`src/rtl/stage3_types_pkg.sv`:
```
// Shared types and helpers for the stage3 pipeline blocks.
// The FU sequencer uses the state enum and the priority-select helper.
package stage3_types_pkg;

    typedef enum logic [1:0] {
        IDLE = 2'd0,
        RUN  = 2'd1,
        HOLD = 2'd2
    } fu_seq_state_t;

    localparam int unsigned LSI_MAX_W = 32;

    // Index of the lowest set bit; 0 when no bit is set (callers qualify with |vec).
    function automatic int unsigned lowest_set_idx(input logic [LSI_MAX_W-1:0] vec);
        lowest_set_idx = 0;
        for (int i = LSI_MAX_W - 1; i >= 0; i--) begin
            if (vec[i]) lowest_set_idx = i;
        end
    endfunction

endpackage

```
`src/rtl/stage3_fu_sequencer.sv`:
```
// Start/done sequencer between the EX stage and its multi-cycle functional units.
// Latches operands, pulses start, waits for done (or watchdog), holds the result across EX/MEM stalls.
module stage3_fu_sequencer
    import stage3_types_pkg::*;
#(
    parameter int NUM_FU      = 2,
    parameter int DATA_W      = 32,
    parameter int TIMEOUT_CYC = 64
) (
    input  logic                     CLK,
    input  logic                     nRST,
    input  logic [NUM_FU-1:0]        fu_sel,
    input  logic                     issue_valid,
    input  logic [DATA_W-1:0]        op_a,
    input  logic [DATA_W-1:0]        op_b,
    input  logic                     ex_flush,
    input  logic                     ex_mem_stall,
    output logic [NUM_FU-1:0]        fu_start,
    output logic [NUM_FU-1:0]        fu_abort,
    output logic [DATA_W-1:0]        fu_op_a,
    output logic [DATA_W-1:0]        fu_op_b,
    input  logic [NUM_FU-1:0]        fu_done,
    input  logic [NUM_FU*DATA_W-1:0] fu_result,
    output logic                     ex_busy,
    output logic [DATA_W-1:0]        result,
    output logic                     result_valid,
    output logic                     fu_timeout,
    output logic [1:0]               dbg_state
);

    localparam int IDW  = (NUM_FU > 1) ? $clog2(NUM_FU) : 1;
    localparam int CNTW = (TIMEOUT_CYC > 0) ? $clog2(TIMEOUT_CYC + 1) : 1;
    localparam logic [CNTW-1:0] CNT_MAX  = '1;
    localparam logic [CNTW-1:0] CNT_LAST = (TIMEOUT_CYC > 0) ? CNTW'(TIMEOUT_CYC - 1) : '0;

    fu_seq_state_t     state;
    logic [IDW-1:0]    id_q;
    logic [IDW-1:0]    sel_id;
    logic [CNTW-1:0]   cnt;
    logic              sel_any;
    logic              accept;
    logic              id_done;
    logic              timeout_hit;
    logic [NUM_FU-1:0] id_onehot;

    // Handshake: an op is taken on a posedge where issue_valid & |fu_sel & !ex_flush
    // while IDLE; ex_busy mirrors that term in IDLE so the producer holds EX until HOLD.
    assign sel_any     = |fu_sel;
    assign sel_id      = IDW'(lowest_set_idx(LSI_MAX_W'(fu_sel)));
    assign accept      = issue_valid & sel_any & ~ex_flush;
    assign id_done     = fu_done[id_q];
    assign id_onehot   = NUM_FU'(1) << id_q;
    assign timeout_hit = (TIMEOUT_CYC != 0) && (cnt == CNT_LAST);
    assign dbg_state   = state;

    always_comb begin
        ex_busy = 1'b0;
        case (state)
            IDLE:    ex_busy = accept;
            RUN:     ex_busy = 1'b1;
            default: ex_busy = 1'b0;
        endcase
    end

    always_ff @(posedge CLK) begin
        if (!nRST) begin
            state        <= IDLE;
            id_q         <= '0;
            cnt          <= '0;
            fu_start     <= '0;
            fu_abort     <= '0;
            fu_op_a      <= '0;
            fu_op_b      <= '0;
            result       <= '0;
            result_valid <= 1'b0;
            fu_timeout   <= 1'b0;
        end else begin
            fu_start <= '0;
            fu_abort <= '0;
            case (state)
                IDLE: begin
                    if (accept) begin
                        fu_op_a    <= op_a;
                        fu_op_b    <= op_b;
                        id_q       <= sel_id;
                        cnt        <= '0;
                        fu_timeout <= 1'b0;
                        fu_start   <= NUM_FU'(1) << sel_id;
                        state      <= RUN;
                    end
                end
                RUN: begin
                    // Flush outranks a coincident done or watchdog expiry.
                    if (ex_flush) begin
                        fu_abort     <= id_onehot;
                        result_valid <= 1'b0;
                        state        <= IDLE;
                    end else if (id_done) begin
                        result       <= fu_result[id_q*DATA_W +: DATA_W];
                        result_valid <= 1'b1;
                        state        <= HOLD;
                    end else if (timeout_hit) begin
                        result       <= '0;
                        result_valid <= 1'b1;
                        fu_timeout   <= 1'b1;
                        fu_abort     <= id_onehot;
                        state        <= HOLD;
                    end else if (cnt != CNT_MAX) begin
                        cnt <= cnt + 1'b1;
                    end
                end
                HOLD: begin
                    if (ex_flush || !ex_mem_stall) begin
                        result_valid <= 1'b0;
                        state        <= IDLE;
                    end
                end
                default: state <= IDLE;
            endcase
        end
    end

endmodule

```
`config.mk`:
```
export PLATFORM = sky130hd
export DESIGN_NAME = stage3_fu_sequencer
export DESIGN_NICKNAME = d
export VERILOG_FILES = /design/src/rtl/stage3_types_pkg.sv /design/src/rtl/stage3_fu_sequencer.sv
export SDC_FILE = /design/constraint.sdc
export NUM_CORES = 1
export LEC_CHECK = 0
export BUFFER_PORTS_ARGS = -buffer_cell sky130_fd_sc_hd__buf_2
export CORE_UTILIZATION = 45
export CTS_CLUSTER_DIAMETER = 100
export DETAILED_ROUTE_END_ITERATION = 8
export PLACE_DENSITY = 0.77
export SETUP_SLACK_MARGIN = 0.02
export SYNTH_ARGS = -nofsm -noshare
export SYNTH_HDL_FRONTEND = slang
export SYNTH_SLANG_ARGS = --single-unit
export TNS_END_PERCENT = 1
```
`constraint.sdc`:
```
create_clock -name CLK -period 1.75 [get_ports CLK]
set_clock_uncertainty 0.05 [all_clocks]
set_input_delay 0.35 -clock CLK [delete_from_list [all_inputs] [get_ports CLK]]
set_output_delay 0.35 -clock CLK [all_outputs]
set_load 0.01 [all_outputs]
```
==> summary.md, run 1 <==
| Metric | Value |
|---|---|
| Status | finished clean |
| Post-place setup slack | -0.0432 ns |
| Root Buffer | clkbuf_8 |
| Synth area leader | dfxtp_1 |
| First-pass GRT wire length | 20400 um |
| Worst slew pin tran | 0.422 ns |
| Mapped Nets | 643 |
| Max-slew violations | 0 |
| Area grow syn2layout | 34.2% |
| Flops & latches, synth | 112 |
| Post-layout nets | 869 |
| Die extent in x | 104 um |
| Hold Buf Count CTS | 0 |
| Final setup viols | 0 |
| Crit start category | register |
| RSZ-0062 raised after global routing | true |
| Antenna Violating Nets Remaining | 0 |
| Final Cell Area | 6310 sq um |
| Largest net degree at the start of global routing | 76 |
| Sequential Power Share | 54.9% |
| DP Area | 6000 sq um |
| CTS tree | yes |
| Power per Cell Area | 770 nW/um^2 |
| Drt initial violations | 204 |
| Clock sinks | 112 |
| Min-Delay Path Class | input pin to register |
| Combinational fraction of design power | 12.7% |
| Core Area | 9950 sq um |
| Diode count | 0 |
| Dominant cells by area after synthesis | dfxtp_1, nand2_1, o22ai_2, mux2i_1, a21boi_0 |
| Initial antenna violation count | 2 |
| Final-report hold violation count | 0 |
| Layout cell share with drive strength beyond 1 | 42.3% |
| GRT Total Usage | 23.4% |
| Min cycle time layout | 1.68 ns |
| Synth warn | 0 |
| Post-Layout Cell Count | 869 |
| Sw Share | 24.6% |
| Overall power | 4.86 mW |
| Commonest cells after routing, fill and taps aside | buf_2, nand2_1, dfxtp_1 |
| Slew margin rel. | 71.7% |
| Post-synthesis cell count | 505 |
| Post-detail-place hpwl | 9030 um |
| Critical path capture point type | register |
| CTS max path bufs | 2 |
| Crit path DAT | 1.88 ns |
| Maximum capacitance violations | 0 |
| Drt drc | 0 |
| Avg Cell Area, Syn | 9.31 sq um |
| Final GP Congestion | 0.788 |
| TritonRoute pass-1 iters | 5 |
| Mapped Area | 4700 sq um |
| Number of global-route vias before repair | 4278 |
| Io pins | 242 |
| Placement Rows | 36 |
| Leakage | 2.83 nW |
| Sequential element share of the synthesized area | 47.7% |
| H-tree Lvls | 3 |
| Clock share of power | 32.3% |
| Net Sw Power | 1.19 mW |
| P_int | 3.67 mW |
| Fmax | 595 MHz |
| Worst Slack Setup Final | 0.0684 ns |
| Req. time, crit path | 1.95 ns |
| Cell variety after synth | 39 |
| Placed cells | 850 |
| WS Path Type | register to register |
| Clk slew on worst S/H paths | 0.10 ns |
| CP Max Fanout | 16 |
| Via count | 4388 |
| Synth top area share | 47.7% |
| Most common cell after layout, fill and taps aside | buf_2 |
| Starting Density | 47.2% |
| Per-cell routed wire length | 14.7 um |
| Die ar. | 10900 sq um |
| Fin crit share | 96.1% |
| GRT Residual Overflow | 0 |
| Via density | 5.05 |
| Wirelength, routed | 12700 um |
| Max VDD drop | 463 uV |
| Die H | 104 um |
| CTS Buf Count | 9 |
| IO Port Bufs | 241 |
| Skew-Pair Late Insertion Delay | 0.36 ns |
[Yosys cell counts, drive strengths merged]
master	number
a21boi	65
a21oi	7
a221oi	1
a22o	1
a31oi	1
a41oi	1
and2	2
and3	3
and4	1
buf	20
clkbuf	18
dfxtp	112
ha	1
inv	6
mux2i	34
nand2	169
nand3	3
nor2	5
nor2b	3
nor3	1
nor3b	1
o2111a	1
o211a	4
o211ai	3
o21a	4
o21ai	2
o22ai	32
o31ai	1
or2	1
or3	1
or4	1
[registers in the layout (all words and copies together) (netlist names)]
signal	count
id_q	1
result_valid	1
result	32
fu_abort	2
fu_op_b	32
fu_op_a	32
fu_start	2
fu_timeout	1
dbg_state	2
cnt	7
[cell families after synthesis]
family | Yosys count | share of synthesized area [%]
adder cells (fa/ha/maj) | 1 | 0.266
AO/OA/AOI/OAI | 123 | 22.9
buffers and inverters | 44 | 5.38
AND/OR/NAND/NOR | 191 | 16.5
multiplexers | 34 | 7.32
flip-flops | 112 | 47.7
[power groups by stage]
stage	clock [mW]	combinational (mW)	sequential (mW)
floorplan	0	0.267	2.76
global placement	0	0.588	2.72
detailed placement	0	0.606	2.72
CTS	1.61	0.614	2.67
global route	1.72	0.680	2.68
finish	1.57	0.619	2.67
[worst max-delay path, cell delays in order (launching register included)]
cell	delay (ns)
dfxtp_2	0.38
ha_4	0.17
nand3_4	0.11
o31ai_4	0.26
and2_4	0.25
buf_12	0.11
buf_12	0.15
o22ai_2	0.08
[final timing paths]
kind / startpoint / endpoint / slack, ns / cells past startpoint
max reg2reg: cnt[0] / result[22] / 0.07 / 7
max: cnt[0] / result[22] / 0.07 / 7
min reg2reg: fu_op_a[10] / fu_op_a[10] / 0.40 / 2
min: op_a[12] / fu_op_a[12] / 0.16 / 3
[layer usage]
metal | up-vias | share of wire, % | track usage (%)
li1 | 2163 | - | -
met4 | 4 | 2.0 | 9.29
met1 | 2021 | 40 | 25.7
met3 | 22 | 7.8 | 6.39
met5 | - | 0.20 | 0
met2 | 178 | 50 | 42.3
[what timing repair did]
item,CTS,global route
resized for setup,5,5
setup endpoints to repair,32,34
setup buffers,1,0
cloned,1,1
pin swaps,1,0
[area by class of cell]
type | instances | area (sq um)
Clock buffer | 13 | 159
Multi-Input combinational cell | 349 | 2250
Tap cell | 133 | 166
Clock inverter | 3 | 40.0
Sequential cell | 112 | 2250
Fill cell | 822 | 3640
Timing Repair Buffer | 253 | 1420
Inverter | 6 | 22.5
[metrics by stage]
| step | setup TNS (ns) | hold slack [ns] | util, % |
|---|---|---|---|
| floorplan | 0 | 0.389 | - |
| global placement | -0.0102 | 0.388 | 60.3 |
| detailed placement | -0.852 | 0.392 | 60.3 |
| CTS | 0 | 0.142 | 63.0 |
| global route | -0.0580 | 0.138 | 63.4 |
| finish | 0 | 0.160 | 63.4 |
(Power assumes the default switching activity.)
==> run 2: changes to the inputs <==
--- a/config.mk
+++ b/config.mk
@@ -5,11 +5,14 @@
 export SDC_FILE = /design/constraint.sdc
 export NUM_CORES = 1
 export LEC_CHECK = 0
+export ABC_AREA = 1
 export BUFFER_PORTS_ARGS = -buffer_cell sky130_fd_sc_hd__buf_2
-export CORE_UTILIZATION = 45
+export CORE_UTILIZATION = 46
+export CTS_BUF_LIST = sky130_fd_sc_hd__clkbuf_4 sky130_fd_sc_hd__clkbuf_8
 export CTS_CLUSTER_DIAMETER = 100
 export DETAILED_ROUTE_END_ITERATION = 8
-export PLACE_DENSITY = 0.77
+export PLACE_DENSITY = 0.8
+export RECOVER_POWER = 100
 export SETUP_SLACK_MARGIN = 0.02
 export SYNTH_ARGS = -nofsm -noshare
 export SYNTH_HDL_FRONTEND = slang
==> summary.md, run 2 <==
| Metric | Value |
|---|---|
| Dominant cells by area after synthesis | dfxtp_1, nand2_1, a21oi_1, inv_1, clkbuf_1 |
| Crit path capture | ex_busy |
| Initial antenna violation count | 0 |
| Clock sinks | 112 |
| Min cycle time layout | 1.64 ns |
| Clock share of power | 30.9% |
| Post-synth EDFFs | 0 |
| Origin of the critical flop-to-flop path | cnt[0] |
| Per-cell routed wire length | 12.2 um |
| Filler instances | 947 |
| Sequential element share of the synthesized area | 50.0% |
| Number of global-route vias before repair | 4455 |
| H-tree Lvls | 3 |
| Core Area | 9330 sq um |
| Worst R2R Setup Slack | 0.12 ns |
| Fin crit share | 93.6% |
| Placement Rows | 35 |
| Drt initial violations | 117 |
| Min Hold Slack | 0.158 ns |
| Root Buffer | clkbuf_8 |
| Avg Cell Area, Syn | 7.01 sq um |
| Worst hold stages | 3 |
| Via density | 4.77 |
| Wirelength, routed | 12200 um |
| Count leader, synth | nand2_1 |
| Commonest cells after routing, fill and taps aside | nand2_1, buf_2, dfxtp_1 |
| Hold Buf Count CTS | 0 |
| Diode count | 0 |
| Min-Delay Path Class | input pin to register |
| Crit path DAT | 1.24 ns |
| Via count | 4794 |
| Synth top area share | 50.0% |
| Final-report hold violation count | 0 |
| CTS tree | yes |
| Power per Cell Area | 801 nW/um^2 |
| IO Port Bufs | 241 |
| CTS Buf Count | 9 |
| Largest net degree at the start of global routing | 75 |
| Die ar. | 10100 sq um |
| Critical path capture point type | primary output |
| Asr flop ratio synth | 0% |
| Crit start category | register |
| Sw Share | 27.2% |
| Layout cell share with drive strength beyond 1 | 20.6% |
| Mapped Area | 4480 sq um |
| Overall power | 4.73 mW |
| CP Max Fanout | 6 |
| Area grow syn2layout | 31.6% |
| RSZ-0062 raised after global routing | true |
| Net Sw Power | 1.28 mW |
| Clk slew on worst S/H paths | 0.11 ns |
| Worst slew pin tran | 0.339 ns |
| GRT Total Usage | 24.2% |
| Sequential Power Share | 56.6% |
| First-pass GRT wire length | 19700 um |
| Starting Density | 48.1% |
| Fmax | 611 MHz |
| Combinational fraction of design power | 12.5% |
| CTS max path bufs | 2 |
| Antenna Violating Nets Remaining | 0 |
| Mapped Nets | 778 |
| Post-detail-place hpwl | 8940 um |
| Slew margin rel. | 77.4% |
| Reg2reg path depth | 9 |
| P_int | 3.44 mW |
| Maximum capacitance violations | 0 |
| Post-Layout Cell Count | 1006 |
| Drt drc | 0 |
| FF-to-FF End | result[21] |
| Skew-Pair Late Insertion Delay | 0.37 ns |
| Setup TNS Final | 0 ns |
| Max-slew violations | 0 |
| Cell variety after synth | 18 |
| Placed cells | 990 |
| Die extent in x | 101 um |
| Post-synthesis cell count | 640 |
| GRT Residual Overflow | 0 |
| Top cells by count, synth | nand2_1, dfxtp_1, a21oi_1 |
| Max VDD drop | 433 uV |
| Leakage | 2.58 nW |
| CP startpoint | dbg_state[1] |
| Biggest regs | fu_op_a (32), fu_op_b (32), result (32) |
| Synth area leader | dfxtp_1 |
| Synth warn | 0 |
| Flops & latches, synth | 112 |
| Most common cell after layout, fill and taps aside | nand2_1 |
| Io pins | 242 |
| Req. time, crit path | 1.35 ns |
| TritonRoute pass-1 iters | 6 |
| Top_reg_cell synth | dfxtp_1 |
| WS Path Type | register to primary output |
| Final GP Congestion | 0.846 |
| Status | finished clean |
| Post-layout nets | 1010 |
| Final setup viols | 0 |
| Die H | 101 um |
[run 2: layer usage]
metal  track usage [%]  share of wire (%)  vias to the layer above  wire, um
met1              28.4                 43                     2141      5200
met4              10.0                2.1                        0       257
met5                 0                  0                        -         0
li1                  -                  -                     2466         -
met3              5.55                6.4                       26       787
met2              42.6                 49                      161      5990
[run 2: power by group through the flow]
stage               Sequential, mW  Combinational [mW]  Clock [mW]
detailed placement            2.73               0.616           0
floorplan                     2.77               0.273           0
finish                        2.67               0.591        1.46
CTS                           2.67               0.621        1.50
global placement              2.73               0.611           0
global route                  2.69               0.666        1.61
[run 2: area by class of cell]
type                    instances  area (sq um)  share of cell area, %
repair buffers                259          1260                   21.4
multi-input cells             467          1960                   33.1
flip-flops and latches        112          2250                   38.1
inverters                      23          86.3                   1.46
clock buffers                  10           131                   2.23
well taps                     129           161                   2.74
clock inverters                 6          53.8                  0.912
[run 2: cell families after synthesis]
group           Yosys count  share of synthesized area [%]
fa+ha+maj                 1                          0.279
buf+inv                  61                           6.50
flops                   112                           50.0
simple gates            353                           30.6
compound gates          113                           12.6
[run 2: critical path, stage by stage (launching register included)]
cell and delay [ns]:
dfxtp_4 0.39, nor2_4 0.10, nand3_2 0.13, nand2_1 0.09, clkbuf_1 0.15
[run 2: worst min-delay path by stage]
stage	from	endpoint	slack (ns)
after detailed placement	result[31]	result[31]	0.40
after global routing	op_b[12]	fu_op_b[12]	0.14
after global placement	result[16]	result[16]	0.39
after floorplan	cnt[6]	cnt[6]	0.38
final	op_b[17]	fu_op_b[17]	0.16
after CTS	op_a[0]	fu_op_a[0]	0.15
[run 2: timing repair]
item,4_1_cts,5_1_grt
pin swaps,1,0
setup endpoints to repair,1,5
resized for setup,1,3
buffers inserted,1,0
[run 2: through the flow]
step / worst slack [ns] / cell area, sq um / util [%]
6_report: 0.113 / 5900 / 63.2
3_3_place_gp: 0.253 / 5840 / 62.7
3_5_place_dp: 0.182 / 5840 / 62.7
2_1_floorplan: 0.253 / 4480 / -
4_1_cts: 0.0582 / 6040 / 64.7
5_1_grt: 0.00549 / 5900 / 63.2
